<file path="src/rtl/inst_loader_pkg.sv">
// Shared types and helpers for the instruction loader and its byte packer.
package inst_loader_pkg;

  localparam int INST_W = 9;
  localparam int BYTE_W = 8;

  typedef enum logic [2:0] {
    IDLE = 3'd0,
    LO   = 3'd1,
    HI   = 3'd2,
    WR   = 3'd3,
    CSUM = 3'd4,
    DONE = 3'd5
  } ld_state_t;

  // Only bit 0 of the high byte carries instruction data; the rest must be zero.
  function automatic logic pad_bits_set(input logic [BYTE_W-1:0] b);
    return |b[BYTE_W-1:1];
  endfunction

endpackage

</file>
<file path="src/rtl/inst_byte_packer.sv">
// Latches the low byte of each instruction word, checks the high-byte pad bits
// and keeps a running XOR of every data byte of the current load.
module inst_byte_packer
  import inst_loader_pkg::*;
(
  input  logic              clk,
  input  logic              rst_n,
  input  logic              clear,
  input  logic              take_lo,
  input  logic              take_hi,
  input  logic [BYTE_W-1:0] data,
  output logic [INST_W-1:0] word,
  output logic              pad_err,
  output logic [BYTE_W-1:0] csum
);

  logic [BYTE_W-1:0] lo_r;
  logic [BYTE_W-1:0] csum_r;

  // Word is only meaningful while the high byte is being accepted.
  assign word    = {data[0], lo_r};
  assign pad_err = take_hi && pad_bits_set(data);
  assign csum    = csum_r;

  // Low-byte latch and running checksum, restarted on every accepted Start.
  always_ff @(posedge clk or negedge rst_n) begin
    if (!rst_n) begin
      lo_r   <= 8'h00;
      csum_r <= 8'h00;
    end else if (clear) begin
      lo_r   <= 8'h00;
      csum_r <= 8'h00;
    end else begin
      if (take_lo) begin
        lo_r <= data;
      end
      if (take_lo || take_hi) begin
        csum_r <= csum_r ^ data;
      end
    end
  end

endmodule

</file>
<file path="src/rtl/inst_loader.sv">
// Instruction loader: packs a byte stream into 9-bit words written to instruction RAM.
// Define INST_LOADER_CHECKSUM_EN to require a trailing XOR checksum byte per load.
module inst_loader
  import inst_loader_pkg::*;
#(
  parameter int IW = 8
) (
  input  logic              Clk,
  input  logic              Reset_n,
  input  logic              Start,
  input  logic [IW:0]       Load_len,
  input  logic [BYTE_W-1:0] In_data,
  input  logic              In_valid,
  output logic              In_ready,
  output logic              Wr_en,
  output logic [IW-1:0]     Wr_addr,
  output logic [INST_W-1:0] Wr_data,
  output logic              Cpu_hold,
  output logic              Done,
  output logic              Err
);

  localparam logic [IW:0] MAX_LEN = {1'b1, {IW{1'b0}}};
  localparam logic [IW:0] ZERO_LEN = {(IW+1){1'b0}};

  ld_state_t         state_r;
  ld_state_t         state_nx_s;
  logic [IW:0]       len_r;
  logic [IW:0]       len_sat_s;
  logic [IW-1:0]     idx_r;
  logic              xfer_s;
  logic              start_acc_s;
  logic              last_s;
  logic              take_lo_s;
  logic              take_hi_s;
  logic              take_cs_s;
  logic              csum_bad_s;
  logic              pad_err_s;
  logic [INST_W-1:0] word_s;
  logic [BYTE_W-1:0] csum_s;
  logic              ready_nx_s;
  logic              hold_nx_s;
  logic              done_nx_s;
  logic              wr_en_nx_s;

  assign xfer_s      = In_valid && In_ready;
  assign start_acc_s = Start && ((state_r == IDLE) || (state_r == DONE));
  assign take_lo_s   = xfer_s && (state_r == LO);
  assign take_hi_s   = xfer_s && (state_r == HI);
  assign take_cs_s   = xfer_s && (state_r == CSUM);
  assign csum_bad_s  = take_cs_s && (In_data != csum_s);
  assign len_sat_s   = (Load_len > MAX_LEN) ? MAX_LEN : Load_len;
  assign last_s      = ({1'b0, idx_r} == (len_r - (IW+1)'(1)));

  inst_byte_packer u_packer (
    .clk     (Clk),
    .rst_n   (Reset_n),
    .clear   (start_acc_s),
    .take_lo (take_lo_s),
    .take_hi (take_hi_s),
    .data    (In_data),
    .word    (word_s),
    .pad_err (pad_err_s),
    .csum    (csum_s)
  );

  // State register.
  always_ff @(posedge Clk or negedge Reset_n) begin
    if (!Reset_n) begin
      state_r <= IDLE;
    end else begin
      state_r <= state_nx_s;
    end
  end

  // Next-state logic.
  always_comb begin
    state_nx_s = state_r;
    case (state_r)
      IDLE, DONE: begin
        if (start_acc_s) state_nx_s = (len_sat_s == ZERO_LEN) ? DONE : LO;
        else             state_nx_s = state_r;
      end
      LO: begin
        if (xfer_s) state_nx_s = HI;
        else        state_nx_s = LO;
      end
      HI: begin
        if (xfer_s) state_nx_s = WR;
        else        state_nx_s = HI;
      end
      WR: begin
`ifdef INST_LOADER_CHECKSUM_EN
        if (last_s) state_nx_s = CSUM;
        else        state_nx_s = LO;
`else
        if (last_s) state_nx_s = DONE;
        else        state_nx_s = LO;
`endif
      end
      CSUM: begin
        if (xfer_s) state_nx_s = DONE;
        else        state_nx_s = CSUM;
      end
      default: state_nx_s = IDLE;
    endcase
  end

  // Output decode from the next state so every output comes straight from a flop.
  always_comb begin
    ready_nx_s = 1'b0;
    hold_nx_s  = 1'b0;
    done_nx_s  = 1'b0;
    wr_en_nx_s = 1'b0;
    case (state_nx_s)
      LO, HI, CSUM: begin
        ready_nx_s = 1'b1;
        hold_nx_s  = 1'b1;
      end
      WR: begin
        wr_en_nx_s = 1'b1;
        hold_nx_s  = 1'b1;
      end
      DONE:    done_nx_s  = 1'b1;
      IDLE:    done_nx_s  = 1'b0;
      default: done_nx_s  = 1'b0;
    endcase
  end

  // Load length and word index.
  always_ff @(posedge Clk or negedge Reset_n) begin
    if (!Reset_n) begin
      len_r <= ZERO_LEN;
      idx_r <= {IW{1'b0}};
    end else if (start_acc_s) begin
      len_r <= len_sat_s;
      idx_r <= {IW{1'b0}};
    end else if ((state_r == WR) && !last_s) begin
      idx_r <= idx_r + IW'(1);
    end
  end

  // Registered outputs; Err is sticky until the next accepted Start.
  always_ff @(posedge Clk or negedge Reset_n) begin
    if (!Reset_n) begin
      In_ready <= 1'b0;
      Wr_en    <= 1'b0;
      Wr_addr  <= {IW{1'b0}};
      Wr_data  <= 9'h000;
      Cpu_hold <= 1'b0;
      Done     <= 1'b0;
      Err      <= 1'b0;
    end else begin
      In_ready <= ready_nx_s;
      Wr_en    <= wr_en_nx_s;
      Cpu_hold <= hold_nx_s;
      Done     <= done_nx_s;
      if (wr_en_nx_s) begin
        Wr_addr <= idx_r;
        Wr_data <= word_s;
      end
      if (start_acc_s) begin
        Err <= 1'b0;
      end else if (pad_err_s || csum_bad_s) begin
        Err <= 1'b1;
      end
    end
  end

endmodule
</file>
<file path="config.mk">
export PLATFORM = sky130hd
export DESIGN_NAME = inst_loader
export DESIGN_NICKNAME = d
export VERILOG_FILES = /design/src/rtl/inst_loader_pkg.sv /design/src/rtl/inst_byte_packer.sv /design/src/rtl/inst_loader.sv
export SDC_FILE = /design/constraint.sdc
export NUM_CORES = 1
export LEC_CHECK = 0
export ABC_AREA = 0
export CAP_MARGIN = 20
export CORE_MARGIN = 2
export CORE_UTILIZATION = 58
export CTS_CLUSTER_SIZE = 10
export DETAILED_ROUTE_END_ITERATION = 7
export GPL_TIMING_DRIVEN = 0
export PLACE_DENSITY = 0.81
export SETUP_SLACK_MARGIN = 0.4
export SLEW_MARGIN = 20
export SYNTH_ARGS = -nofsm -noshare
export SYNTH_HDL_FRONTEND = slang
export SYNTH_HIERARCHICAL = 1
export SYNTH_SLANG_ARGS = --single-unit
</file>
<file path="constraint.sdc">
create_clock -name Clk -period 4.3 [get_ports Clk]
set_input_delay 0.86 -clock Clk [delete_from_list [all_inputs] [get_ports Clk]]
set_output_delay 0.86 -clock Clk [all_outputs]
set_load 0.02 [all_outputs]
</file>
==> out/results.tsv <==
stage	metric	value	unit
timing	fin_tns_setup	0	ps
detailed_routing	dr.pass1.iters	4	
job	cap_viol_max_count	0	
logic_synthesis	synthDistinctLibCells	47	
clock_tree	clk_pin_slew	60	ps
logic_synthesis	ys_ff_latch	58	
logic_synthesis	syn_area_per_cell	10.88	um2
grt	grt_use_total	23.36	%
cells_and_area	stdcell_count	401	
clock_tree	htree_levels	3	
floorplanning	start_util	59.32	%
logic_synthesis	netlist_instances	273	
power_and_ir_drop	combPwrFrac	42.9	%
clock_tree	clockRootBuffer	clkbuf_8	
power_and_ir_drop	swShare	37.44	%
floorplanning	die_w	75.58	um
logic_synthesis	syn_area	2972	um2
min_path	hold_class	reg2reg	
logic_synthesis	synth-xor-area-share	6.147	%
detailed_routing	wl	5.993	mm
setup_path	crit_slowest_cell	or4_1	
detailed_routing	vias	2228	
power_and_ir_drop	seq_power_share	36.9	%
power_and_ir_drop	internal_power	1.582	mW
grt	grt.overflow.total	0	
clock_tree	clock_sinks	58	
setup_path	ff2ff_path_depth	7	
logic_synthesis	synth_compound_area_share	8.000	%
timing	setup_viol	0	
logic_synthesis	synth_nets	296	
floorplanning	pin_count	43	
detailed_routing	vias_per_cell	5.556	
setup_path	worst-path-max-fanout	15	
timing	fin_crit	2986	ps
clock_tree	hold_buffers	0	
cells_and_area	insertedDiodeCount	0	
cells_and_area	layout_common_cells	58 x dfrtp_1, 41 x clkdlybuf4s50_1, 29 x nor2_1, 26 x nand2_1, 23 x mux2_2	
grt	first_global_vias	2181	
run_status	status	finished, final reports clean	
power_and_ir_drop	p_switching	947.0	uW
timing	slew_viol_final	0	
cells_and_area	post-route-util	73.48	%
clock_tree	clk_path_buf_depth	2	
placed_design	routabilityCongestion	0.8152	
min_path	hold_depth	1	
timing	worstMarginPinSlew	815.4	ps
placed_design	portBuffers	42	
timing	final.period_utilization	69.44	%
timing	rsz0062_at_grt	false	
grt	antenna_found_initial	0	
detailed_routing	route.detailed.drc	0	
floorplanning	die-area	5712	um2
cells_and_area	stdcell_area	3681	um2
timing	hold_viol	0	
detailed_routing	drt_iter0_markers	104	
setup_path	cp.required	4520	ps
setup_path	cp-end-kind	flip-flop	
setup_path	worstSetupPathType	in2reg	
logic_synthesis	synth_fa_ha_area_share	0.8421	%
power_and_ir_drop	p_leak	1.663	nW
setup_path	r2r-end	u_packer/csum[4]	
logic_synthesis	yosysTopAreaCellShare	48.84	%
logic_synthesis	yosysSeqAreaShare	48.84	%
cells_and_area	drive_gt1_share	19.03	%
cells_and_area	fillers	382	
floorplanning	fp-row-count	26	
clock_tree	postCtsResizedCells	0	
logic_synthesis	synth.largest_area_cell	dfrtp_1	
setup_path	path_cells	clkdlybuf4s50_1 -> inv_1 -> or4_1 -> clkinv_1 -> buf_2 -> buf_2 -> nor2_1 -> mux2_4	
clock_tree	cts_buffers	9	
clock_tree	cts_tree	yes	
min_path	hold_start	Wr_addr[0]	
cells_and_area	area_growth	23.87	%
timing	slew_headroom	45.34	%
placed_design	placed_cell_area	3477	um2
setup_path	path_delay_family	buffers and inverters	
logic_synthesis	synth_top_family_by_area	simple AND/OR/NAND/NOR gates	
power_and_ir_drop	irDropWorstVdd	382.3	uV
clock_tree	worstSkewPairLatency	330	ps
setup_path	slowest_delay	630	ps
power_and_ir_drop	power.density	687.1	nW/um2
logic_synthesis	synth.area.mux_share	14.78	%
timing	skew	7.659	ps
setup_path	r2r_setup_slack	1760	ps
floorplanning	die_h	75.58	um
clock_tree	cts_setup_buffers	0	
logic_synthesis	yosys_warnings	6	
setup_path	arrival	3200	ps
grt	grt_max_degree	59	
detailed_routing	ant_nets	0	
floorplanning	coreArea	5010	um2
timing	fmaxAchievable	0.3349	GHz
cells_and_area	layout_commonest_cell	dfrtp_1	
detailed_routing	drt-wirelength-per-cell	14.95	um
power_and_ir_drop	p_clk_share	20.2	%
setup_path	crit_buf_inv	5	
setup_path	r2r_start	state_r[0]	
min_path	min_to	Wr_addr[0]	
logic_synthesis	synthSimpleGateAreaFrac	19.03	%
grt	grt_pass1_wl	9.901	mm
setup_path	path_common_cell	buf_2	
cells_and_area	final_nets	349	
logic_synthesis	synth_area_leaders	dfrtp_1 49%, mux2_2 8.7%, mux2i_1 5.1%, xnor2_1 3.8%, nor2_1 3.7%	
placed_design	dpl.hpwl	4.179	mm
placed_design	dp_cells	385	
setup_path	startpoint_type	primary input	
==> synthesized netlist by cell type (all sizes together) <==
cell type / instances
nand2: 26
or2b: 1
xnor2: 13
nor4b: 1
or2: 1
o2111ai: 1
a21oi: 10
o211ai: 2
o2111a: 1
o21ai: 11
nand3b: 8
or4: 1
a21o: 1
or3: 1
nand4: 5
ha: 2
buf: 8
nor4: 4
a21boi: 1
a211oi: 3
and3: 1
a31oi: 2
nand3: 3
clkinv: 1
nor3: 10
xor2: 7
nand2b: 4
o21a: 1
nor3b: 1
and2b: 1
dfrtp: 58
mux2i: 15
inv: 4
nor2: 29
nor2b: 10
mux2: 25
==> layout make-up <==
cell class              count  area (um2)  share of cell area (%)
plain buffers               8       51.30                   1.394
clock buffers              12       155.1                   4.215
clock inverters             4       48.80                   1.326
inverters                   5       18.77                  0.5099
multi-input cells         202        1450                   39.39
flip-flops and latches     58        1451                   39.43
well taps                  70       87.58                   2.379
repair buffers             42       417.9                   11.35
==> worst max-delay path by stage <==
stage / slack [ps] / to / depth (start not counted) / startpoint
detailed placement: 970 / u_packer/csum[4] / 8 / Start
floorplan: 1820 / u_packer/csum[4] / 7 / Start
global placement: 600 / Wr_data[0] / 1 / Reset_n
finish: 1310 / u_packer/csum[4] / 8 / Start
CTS: 1310 / u_packer/csum[4] / 8 / Start
global route: 1180 / u_packer/csum[4] / 8 / Start
==> power groups by stage <==
stage | combinational [mW] | sequential, mW | clock, mW
after global placement | 1.05 | 0.930 | 0
after CTS | 1.09 | 0.932 | 0.520
final | 1.08 | 0.934 | 0.510
after floorplan | 0.675 | 0.997 | 0
after global routing | 1.19 | 0.962 | 0.544
after detailed placement | 1.08 | 0.936 | 0
==> sequential cells by signal, summed over array words and instances, names as in the netlist <==
| register | count |
|---|---|
| Cpu_hold | 1 |
| Done | 1 |
| Err | 1 |
| In_ready | 1 |
| Wr_addr | 8 |
| Wr_data | 9 |
| Wr_en | 1 |
| idx_r | 8 |
| len_r | 9 |
| state_r | 3 |
| u_packer/csum | 8 |
| u_packer/lo_r | 8 |
==> through the flow <==
| stage | total power, mW | hold slack, ps | setup slack [ps] |
|---|---|---|---|
| final | 2.529 | 508.4 | 1314 |
| after global routing | 2.696 | 531.6 | 1180 |
| after CTS | 2.542 | 511.1 | 1313 |
| after detailed placement | 2.020 | 496.9 | 965.4 |
| after global placement | 1.983 | 491.3 | 598.4 |
| after floorplan | 1.671 | 478.7 | 1824 |
==> kinds of logic (layout without fill, tap and decap cells) <==
family          Yosys count  after routing
compound gates           33             33
xor+xnor                 20             20
fa+ha+maj                 2              2
buf+inv                  13             71
flops                    58             58
mux                      40             40
simple gates            107            107
==> routing by layer <==
metal	up-vias	wire [um]	track usage, %
met2	47	2890	35.27
met5	-	0	0
li1	1060	-	-
met1	1113	2782	32.10
met4	0	82	11.89
met3	8	238	4.762
No activity file was read; power rests on OpenSTA's default activity.
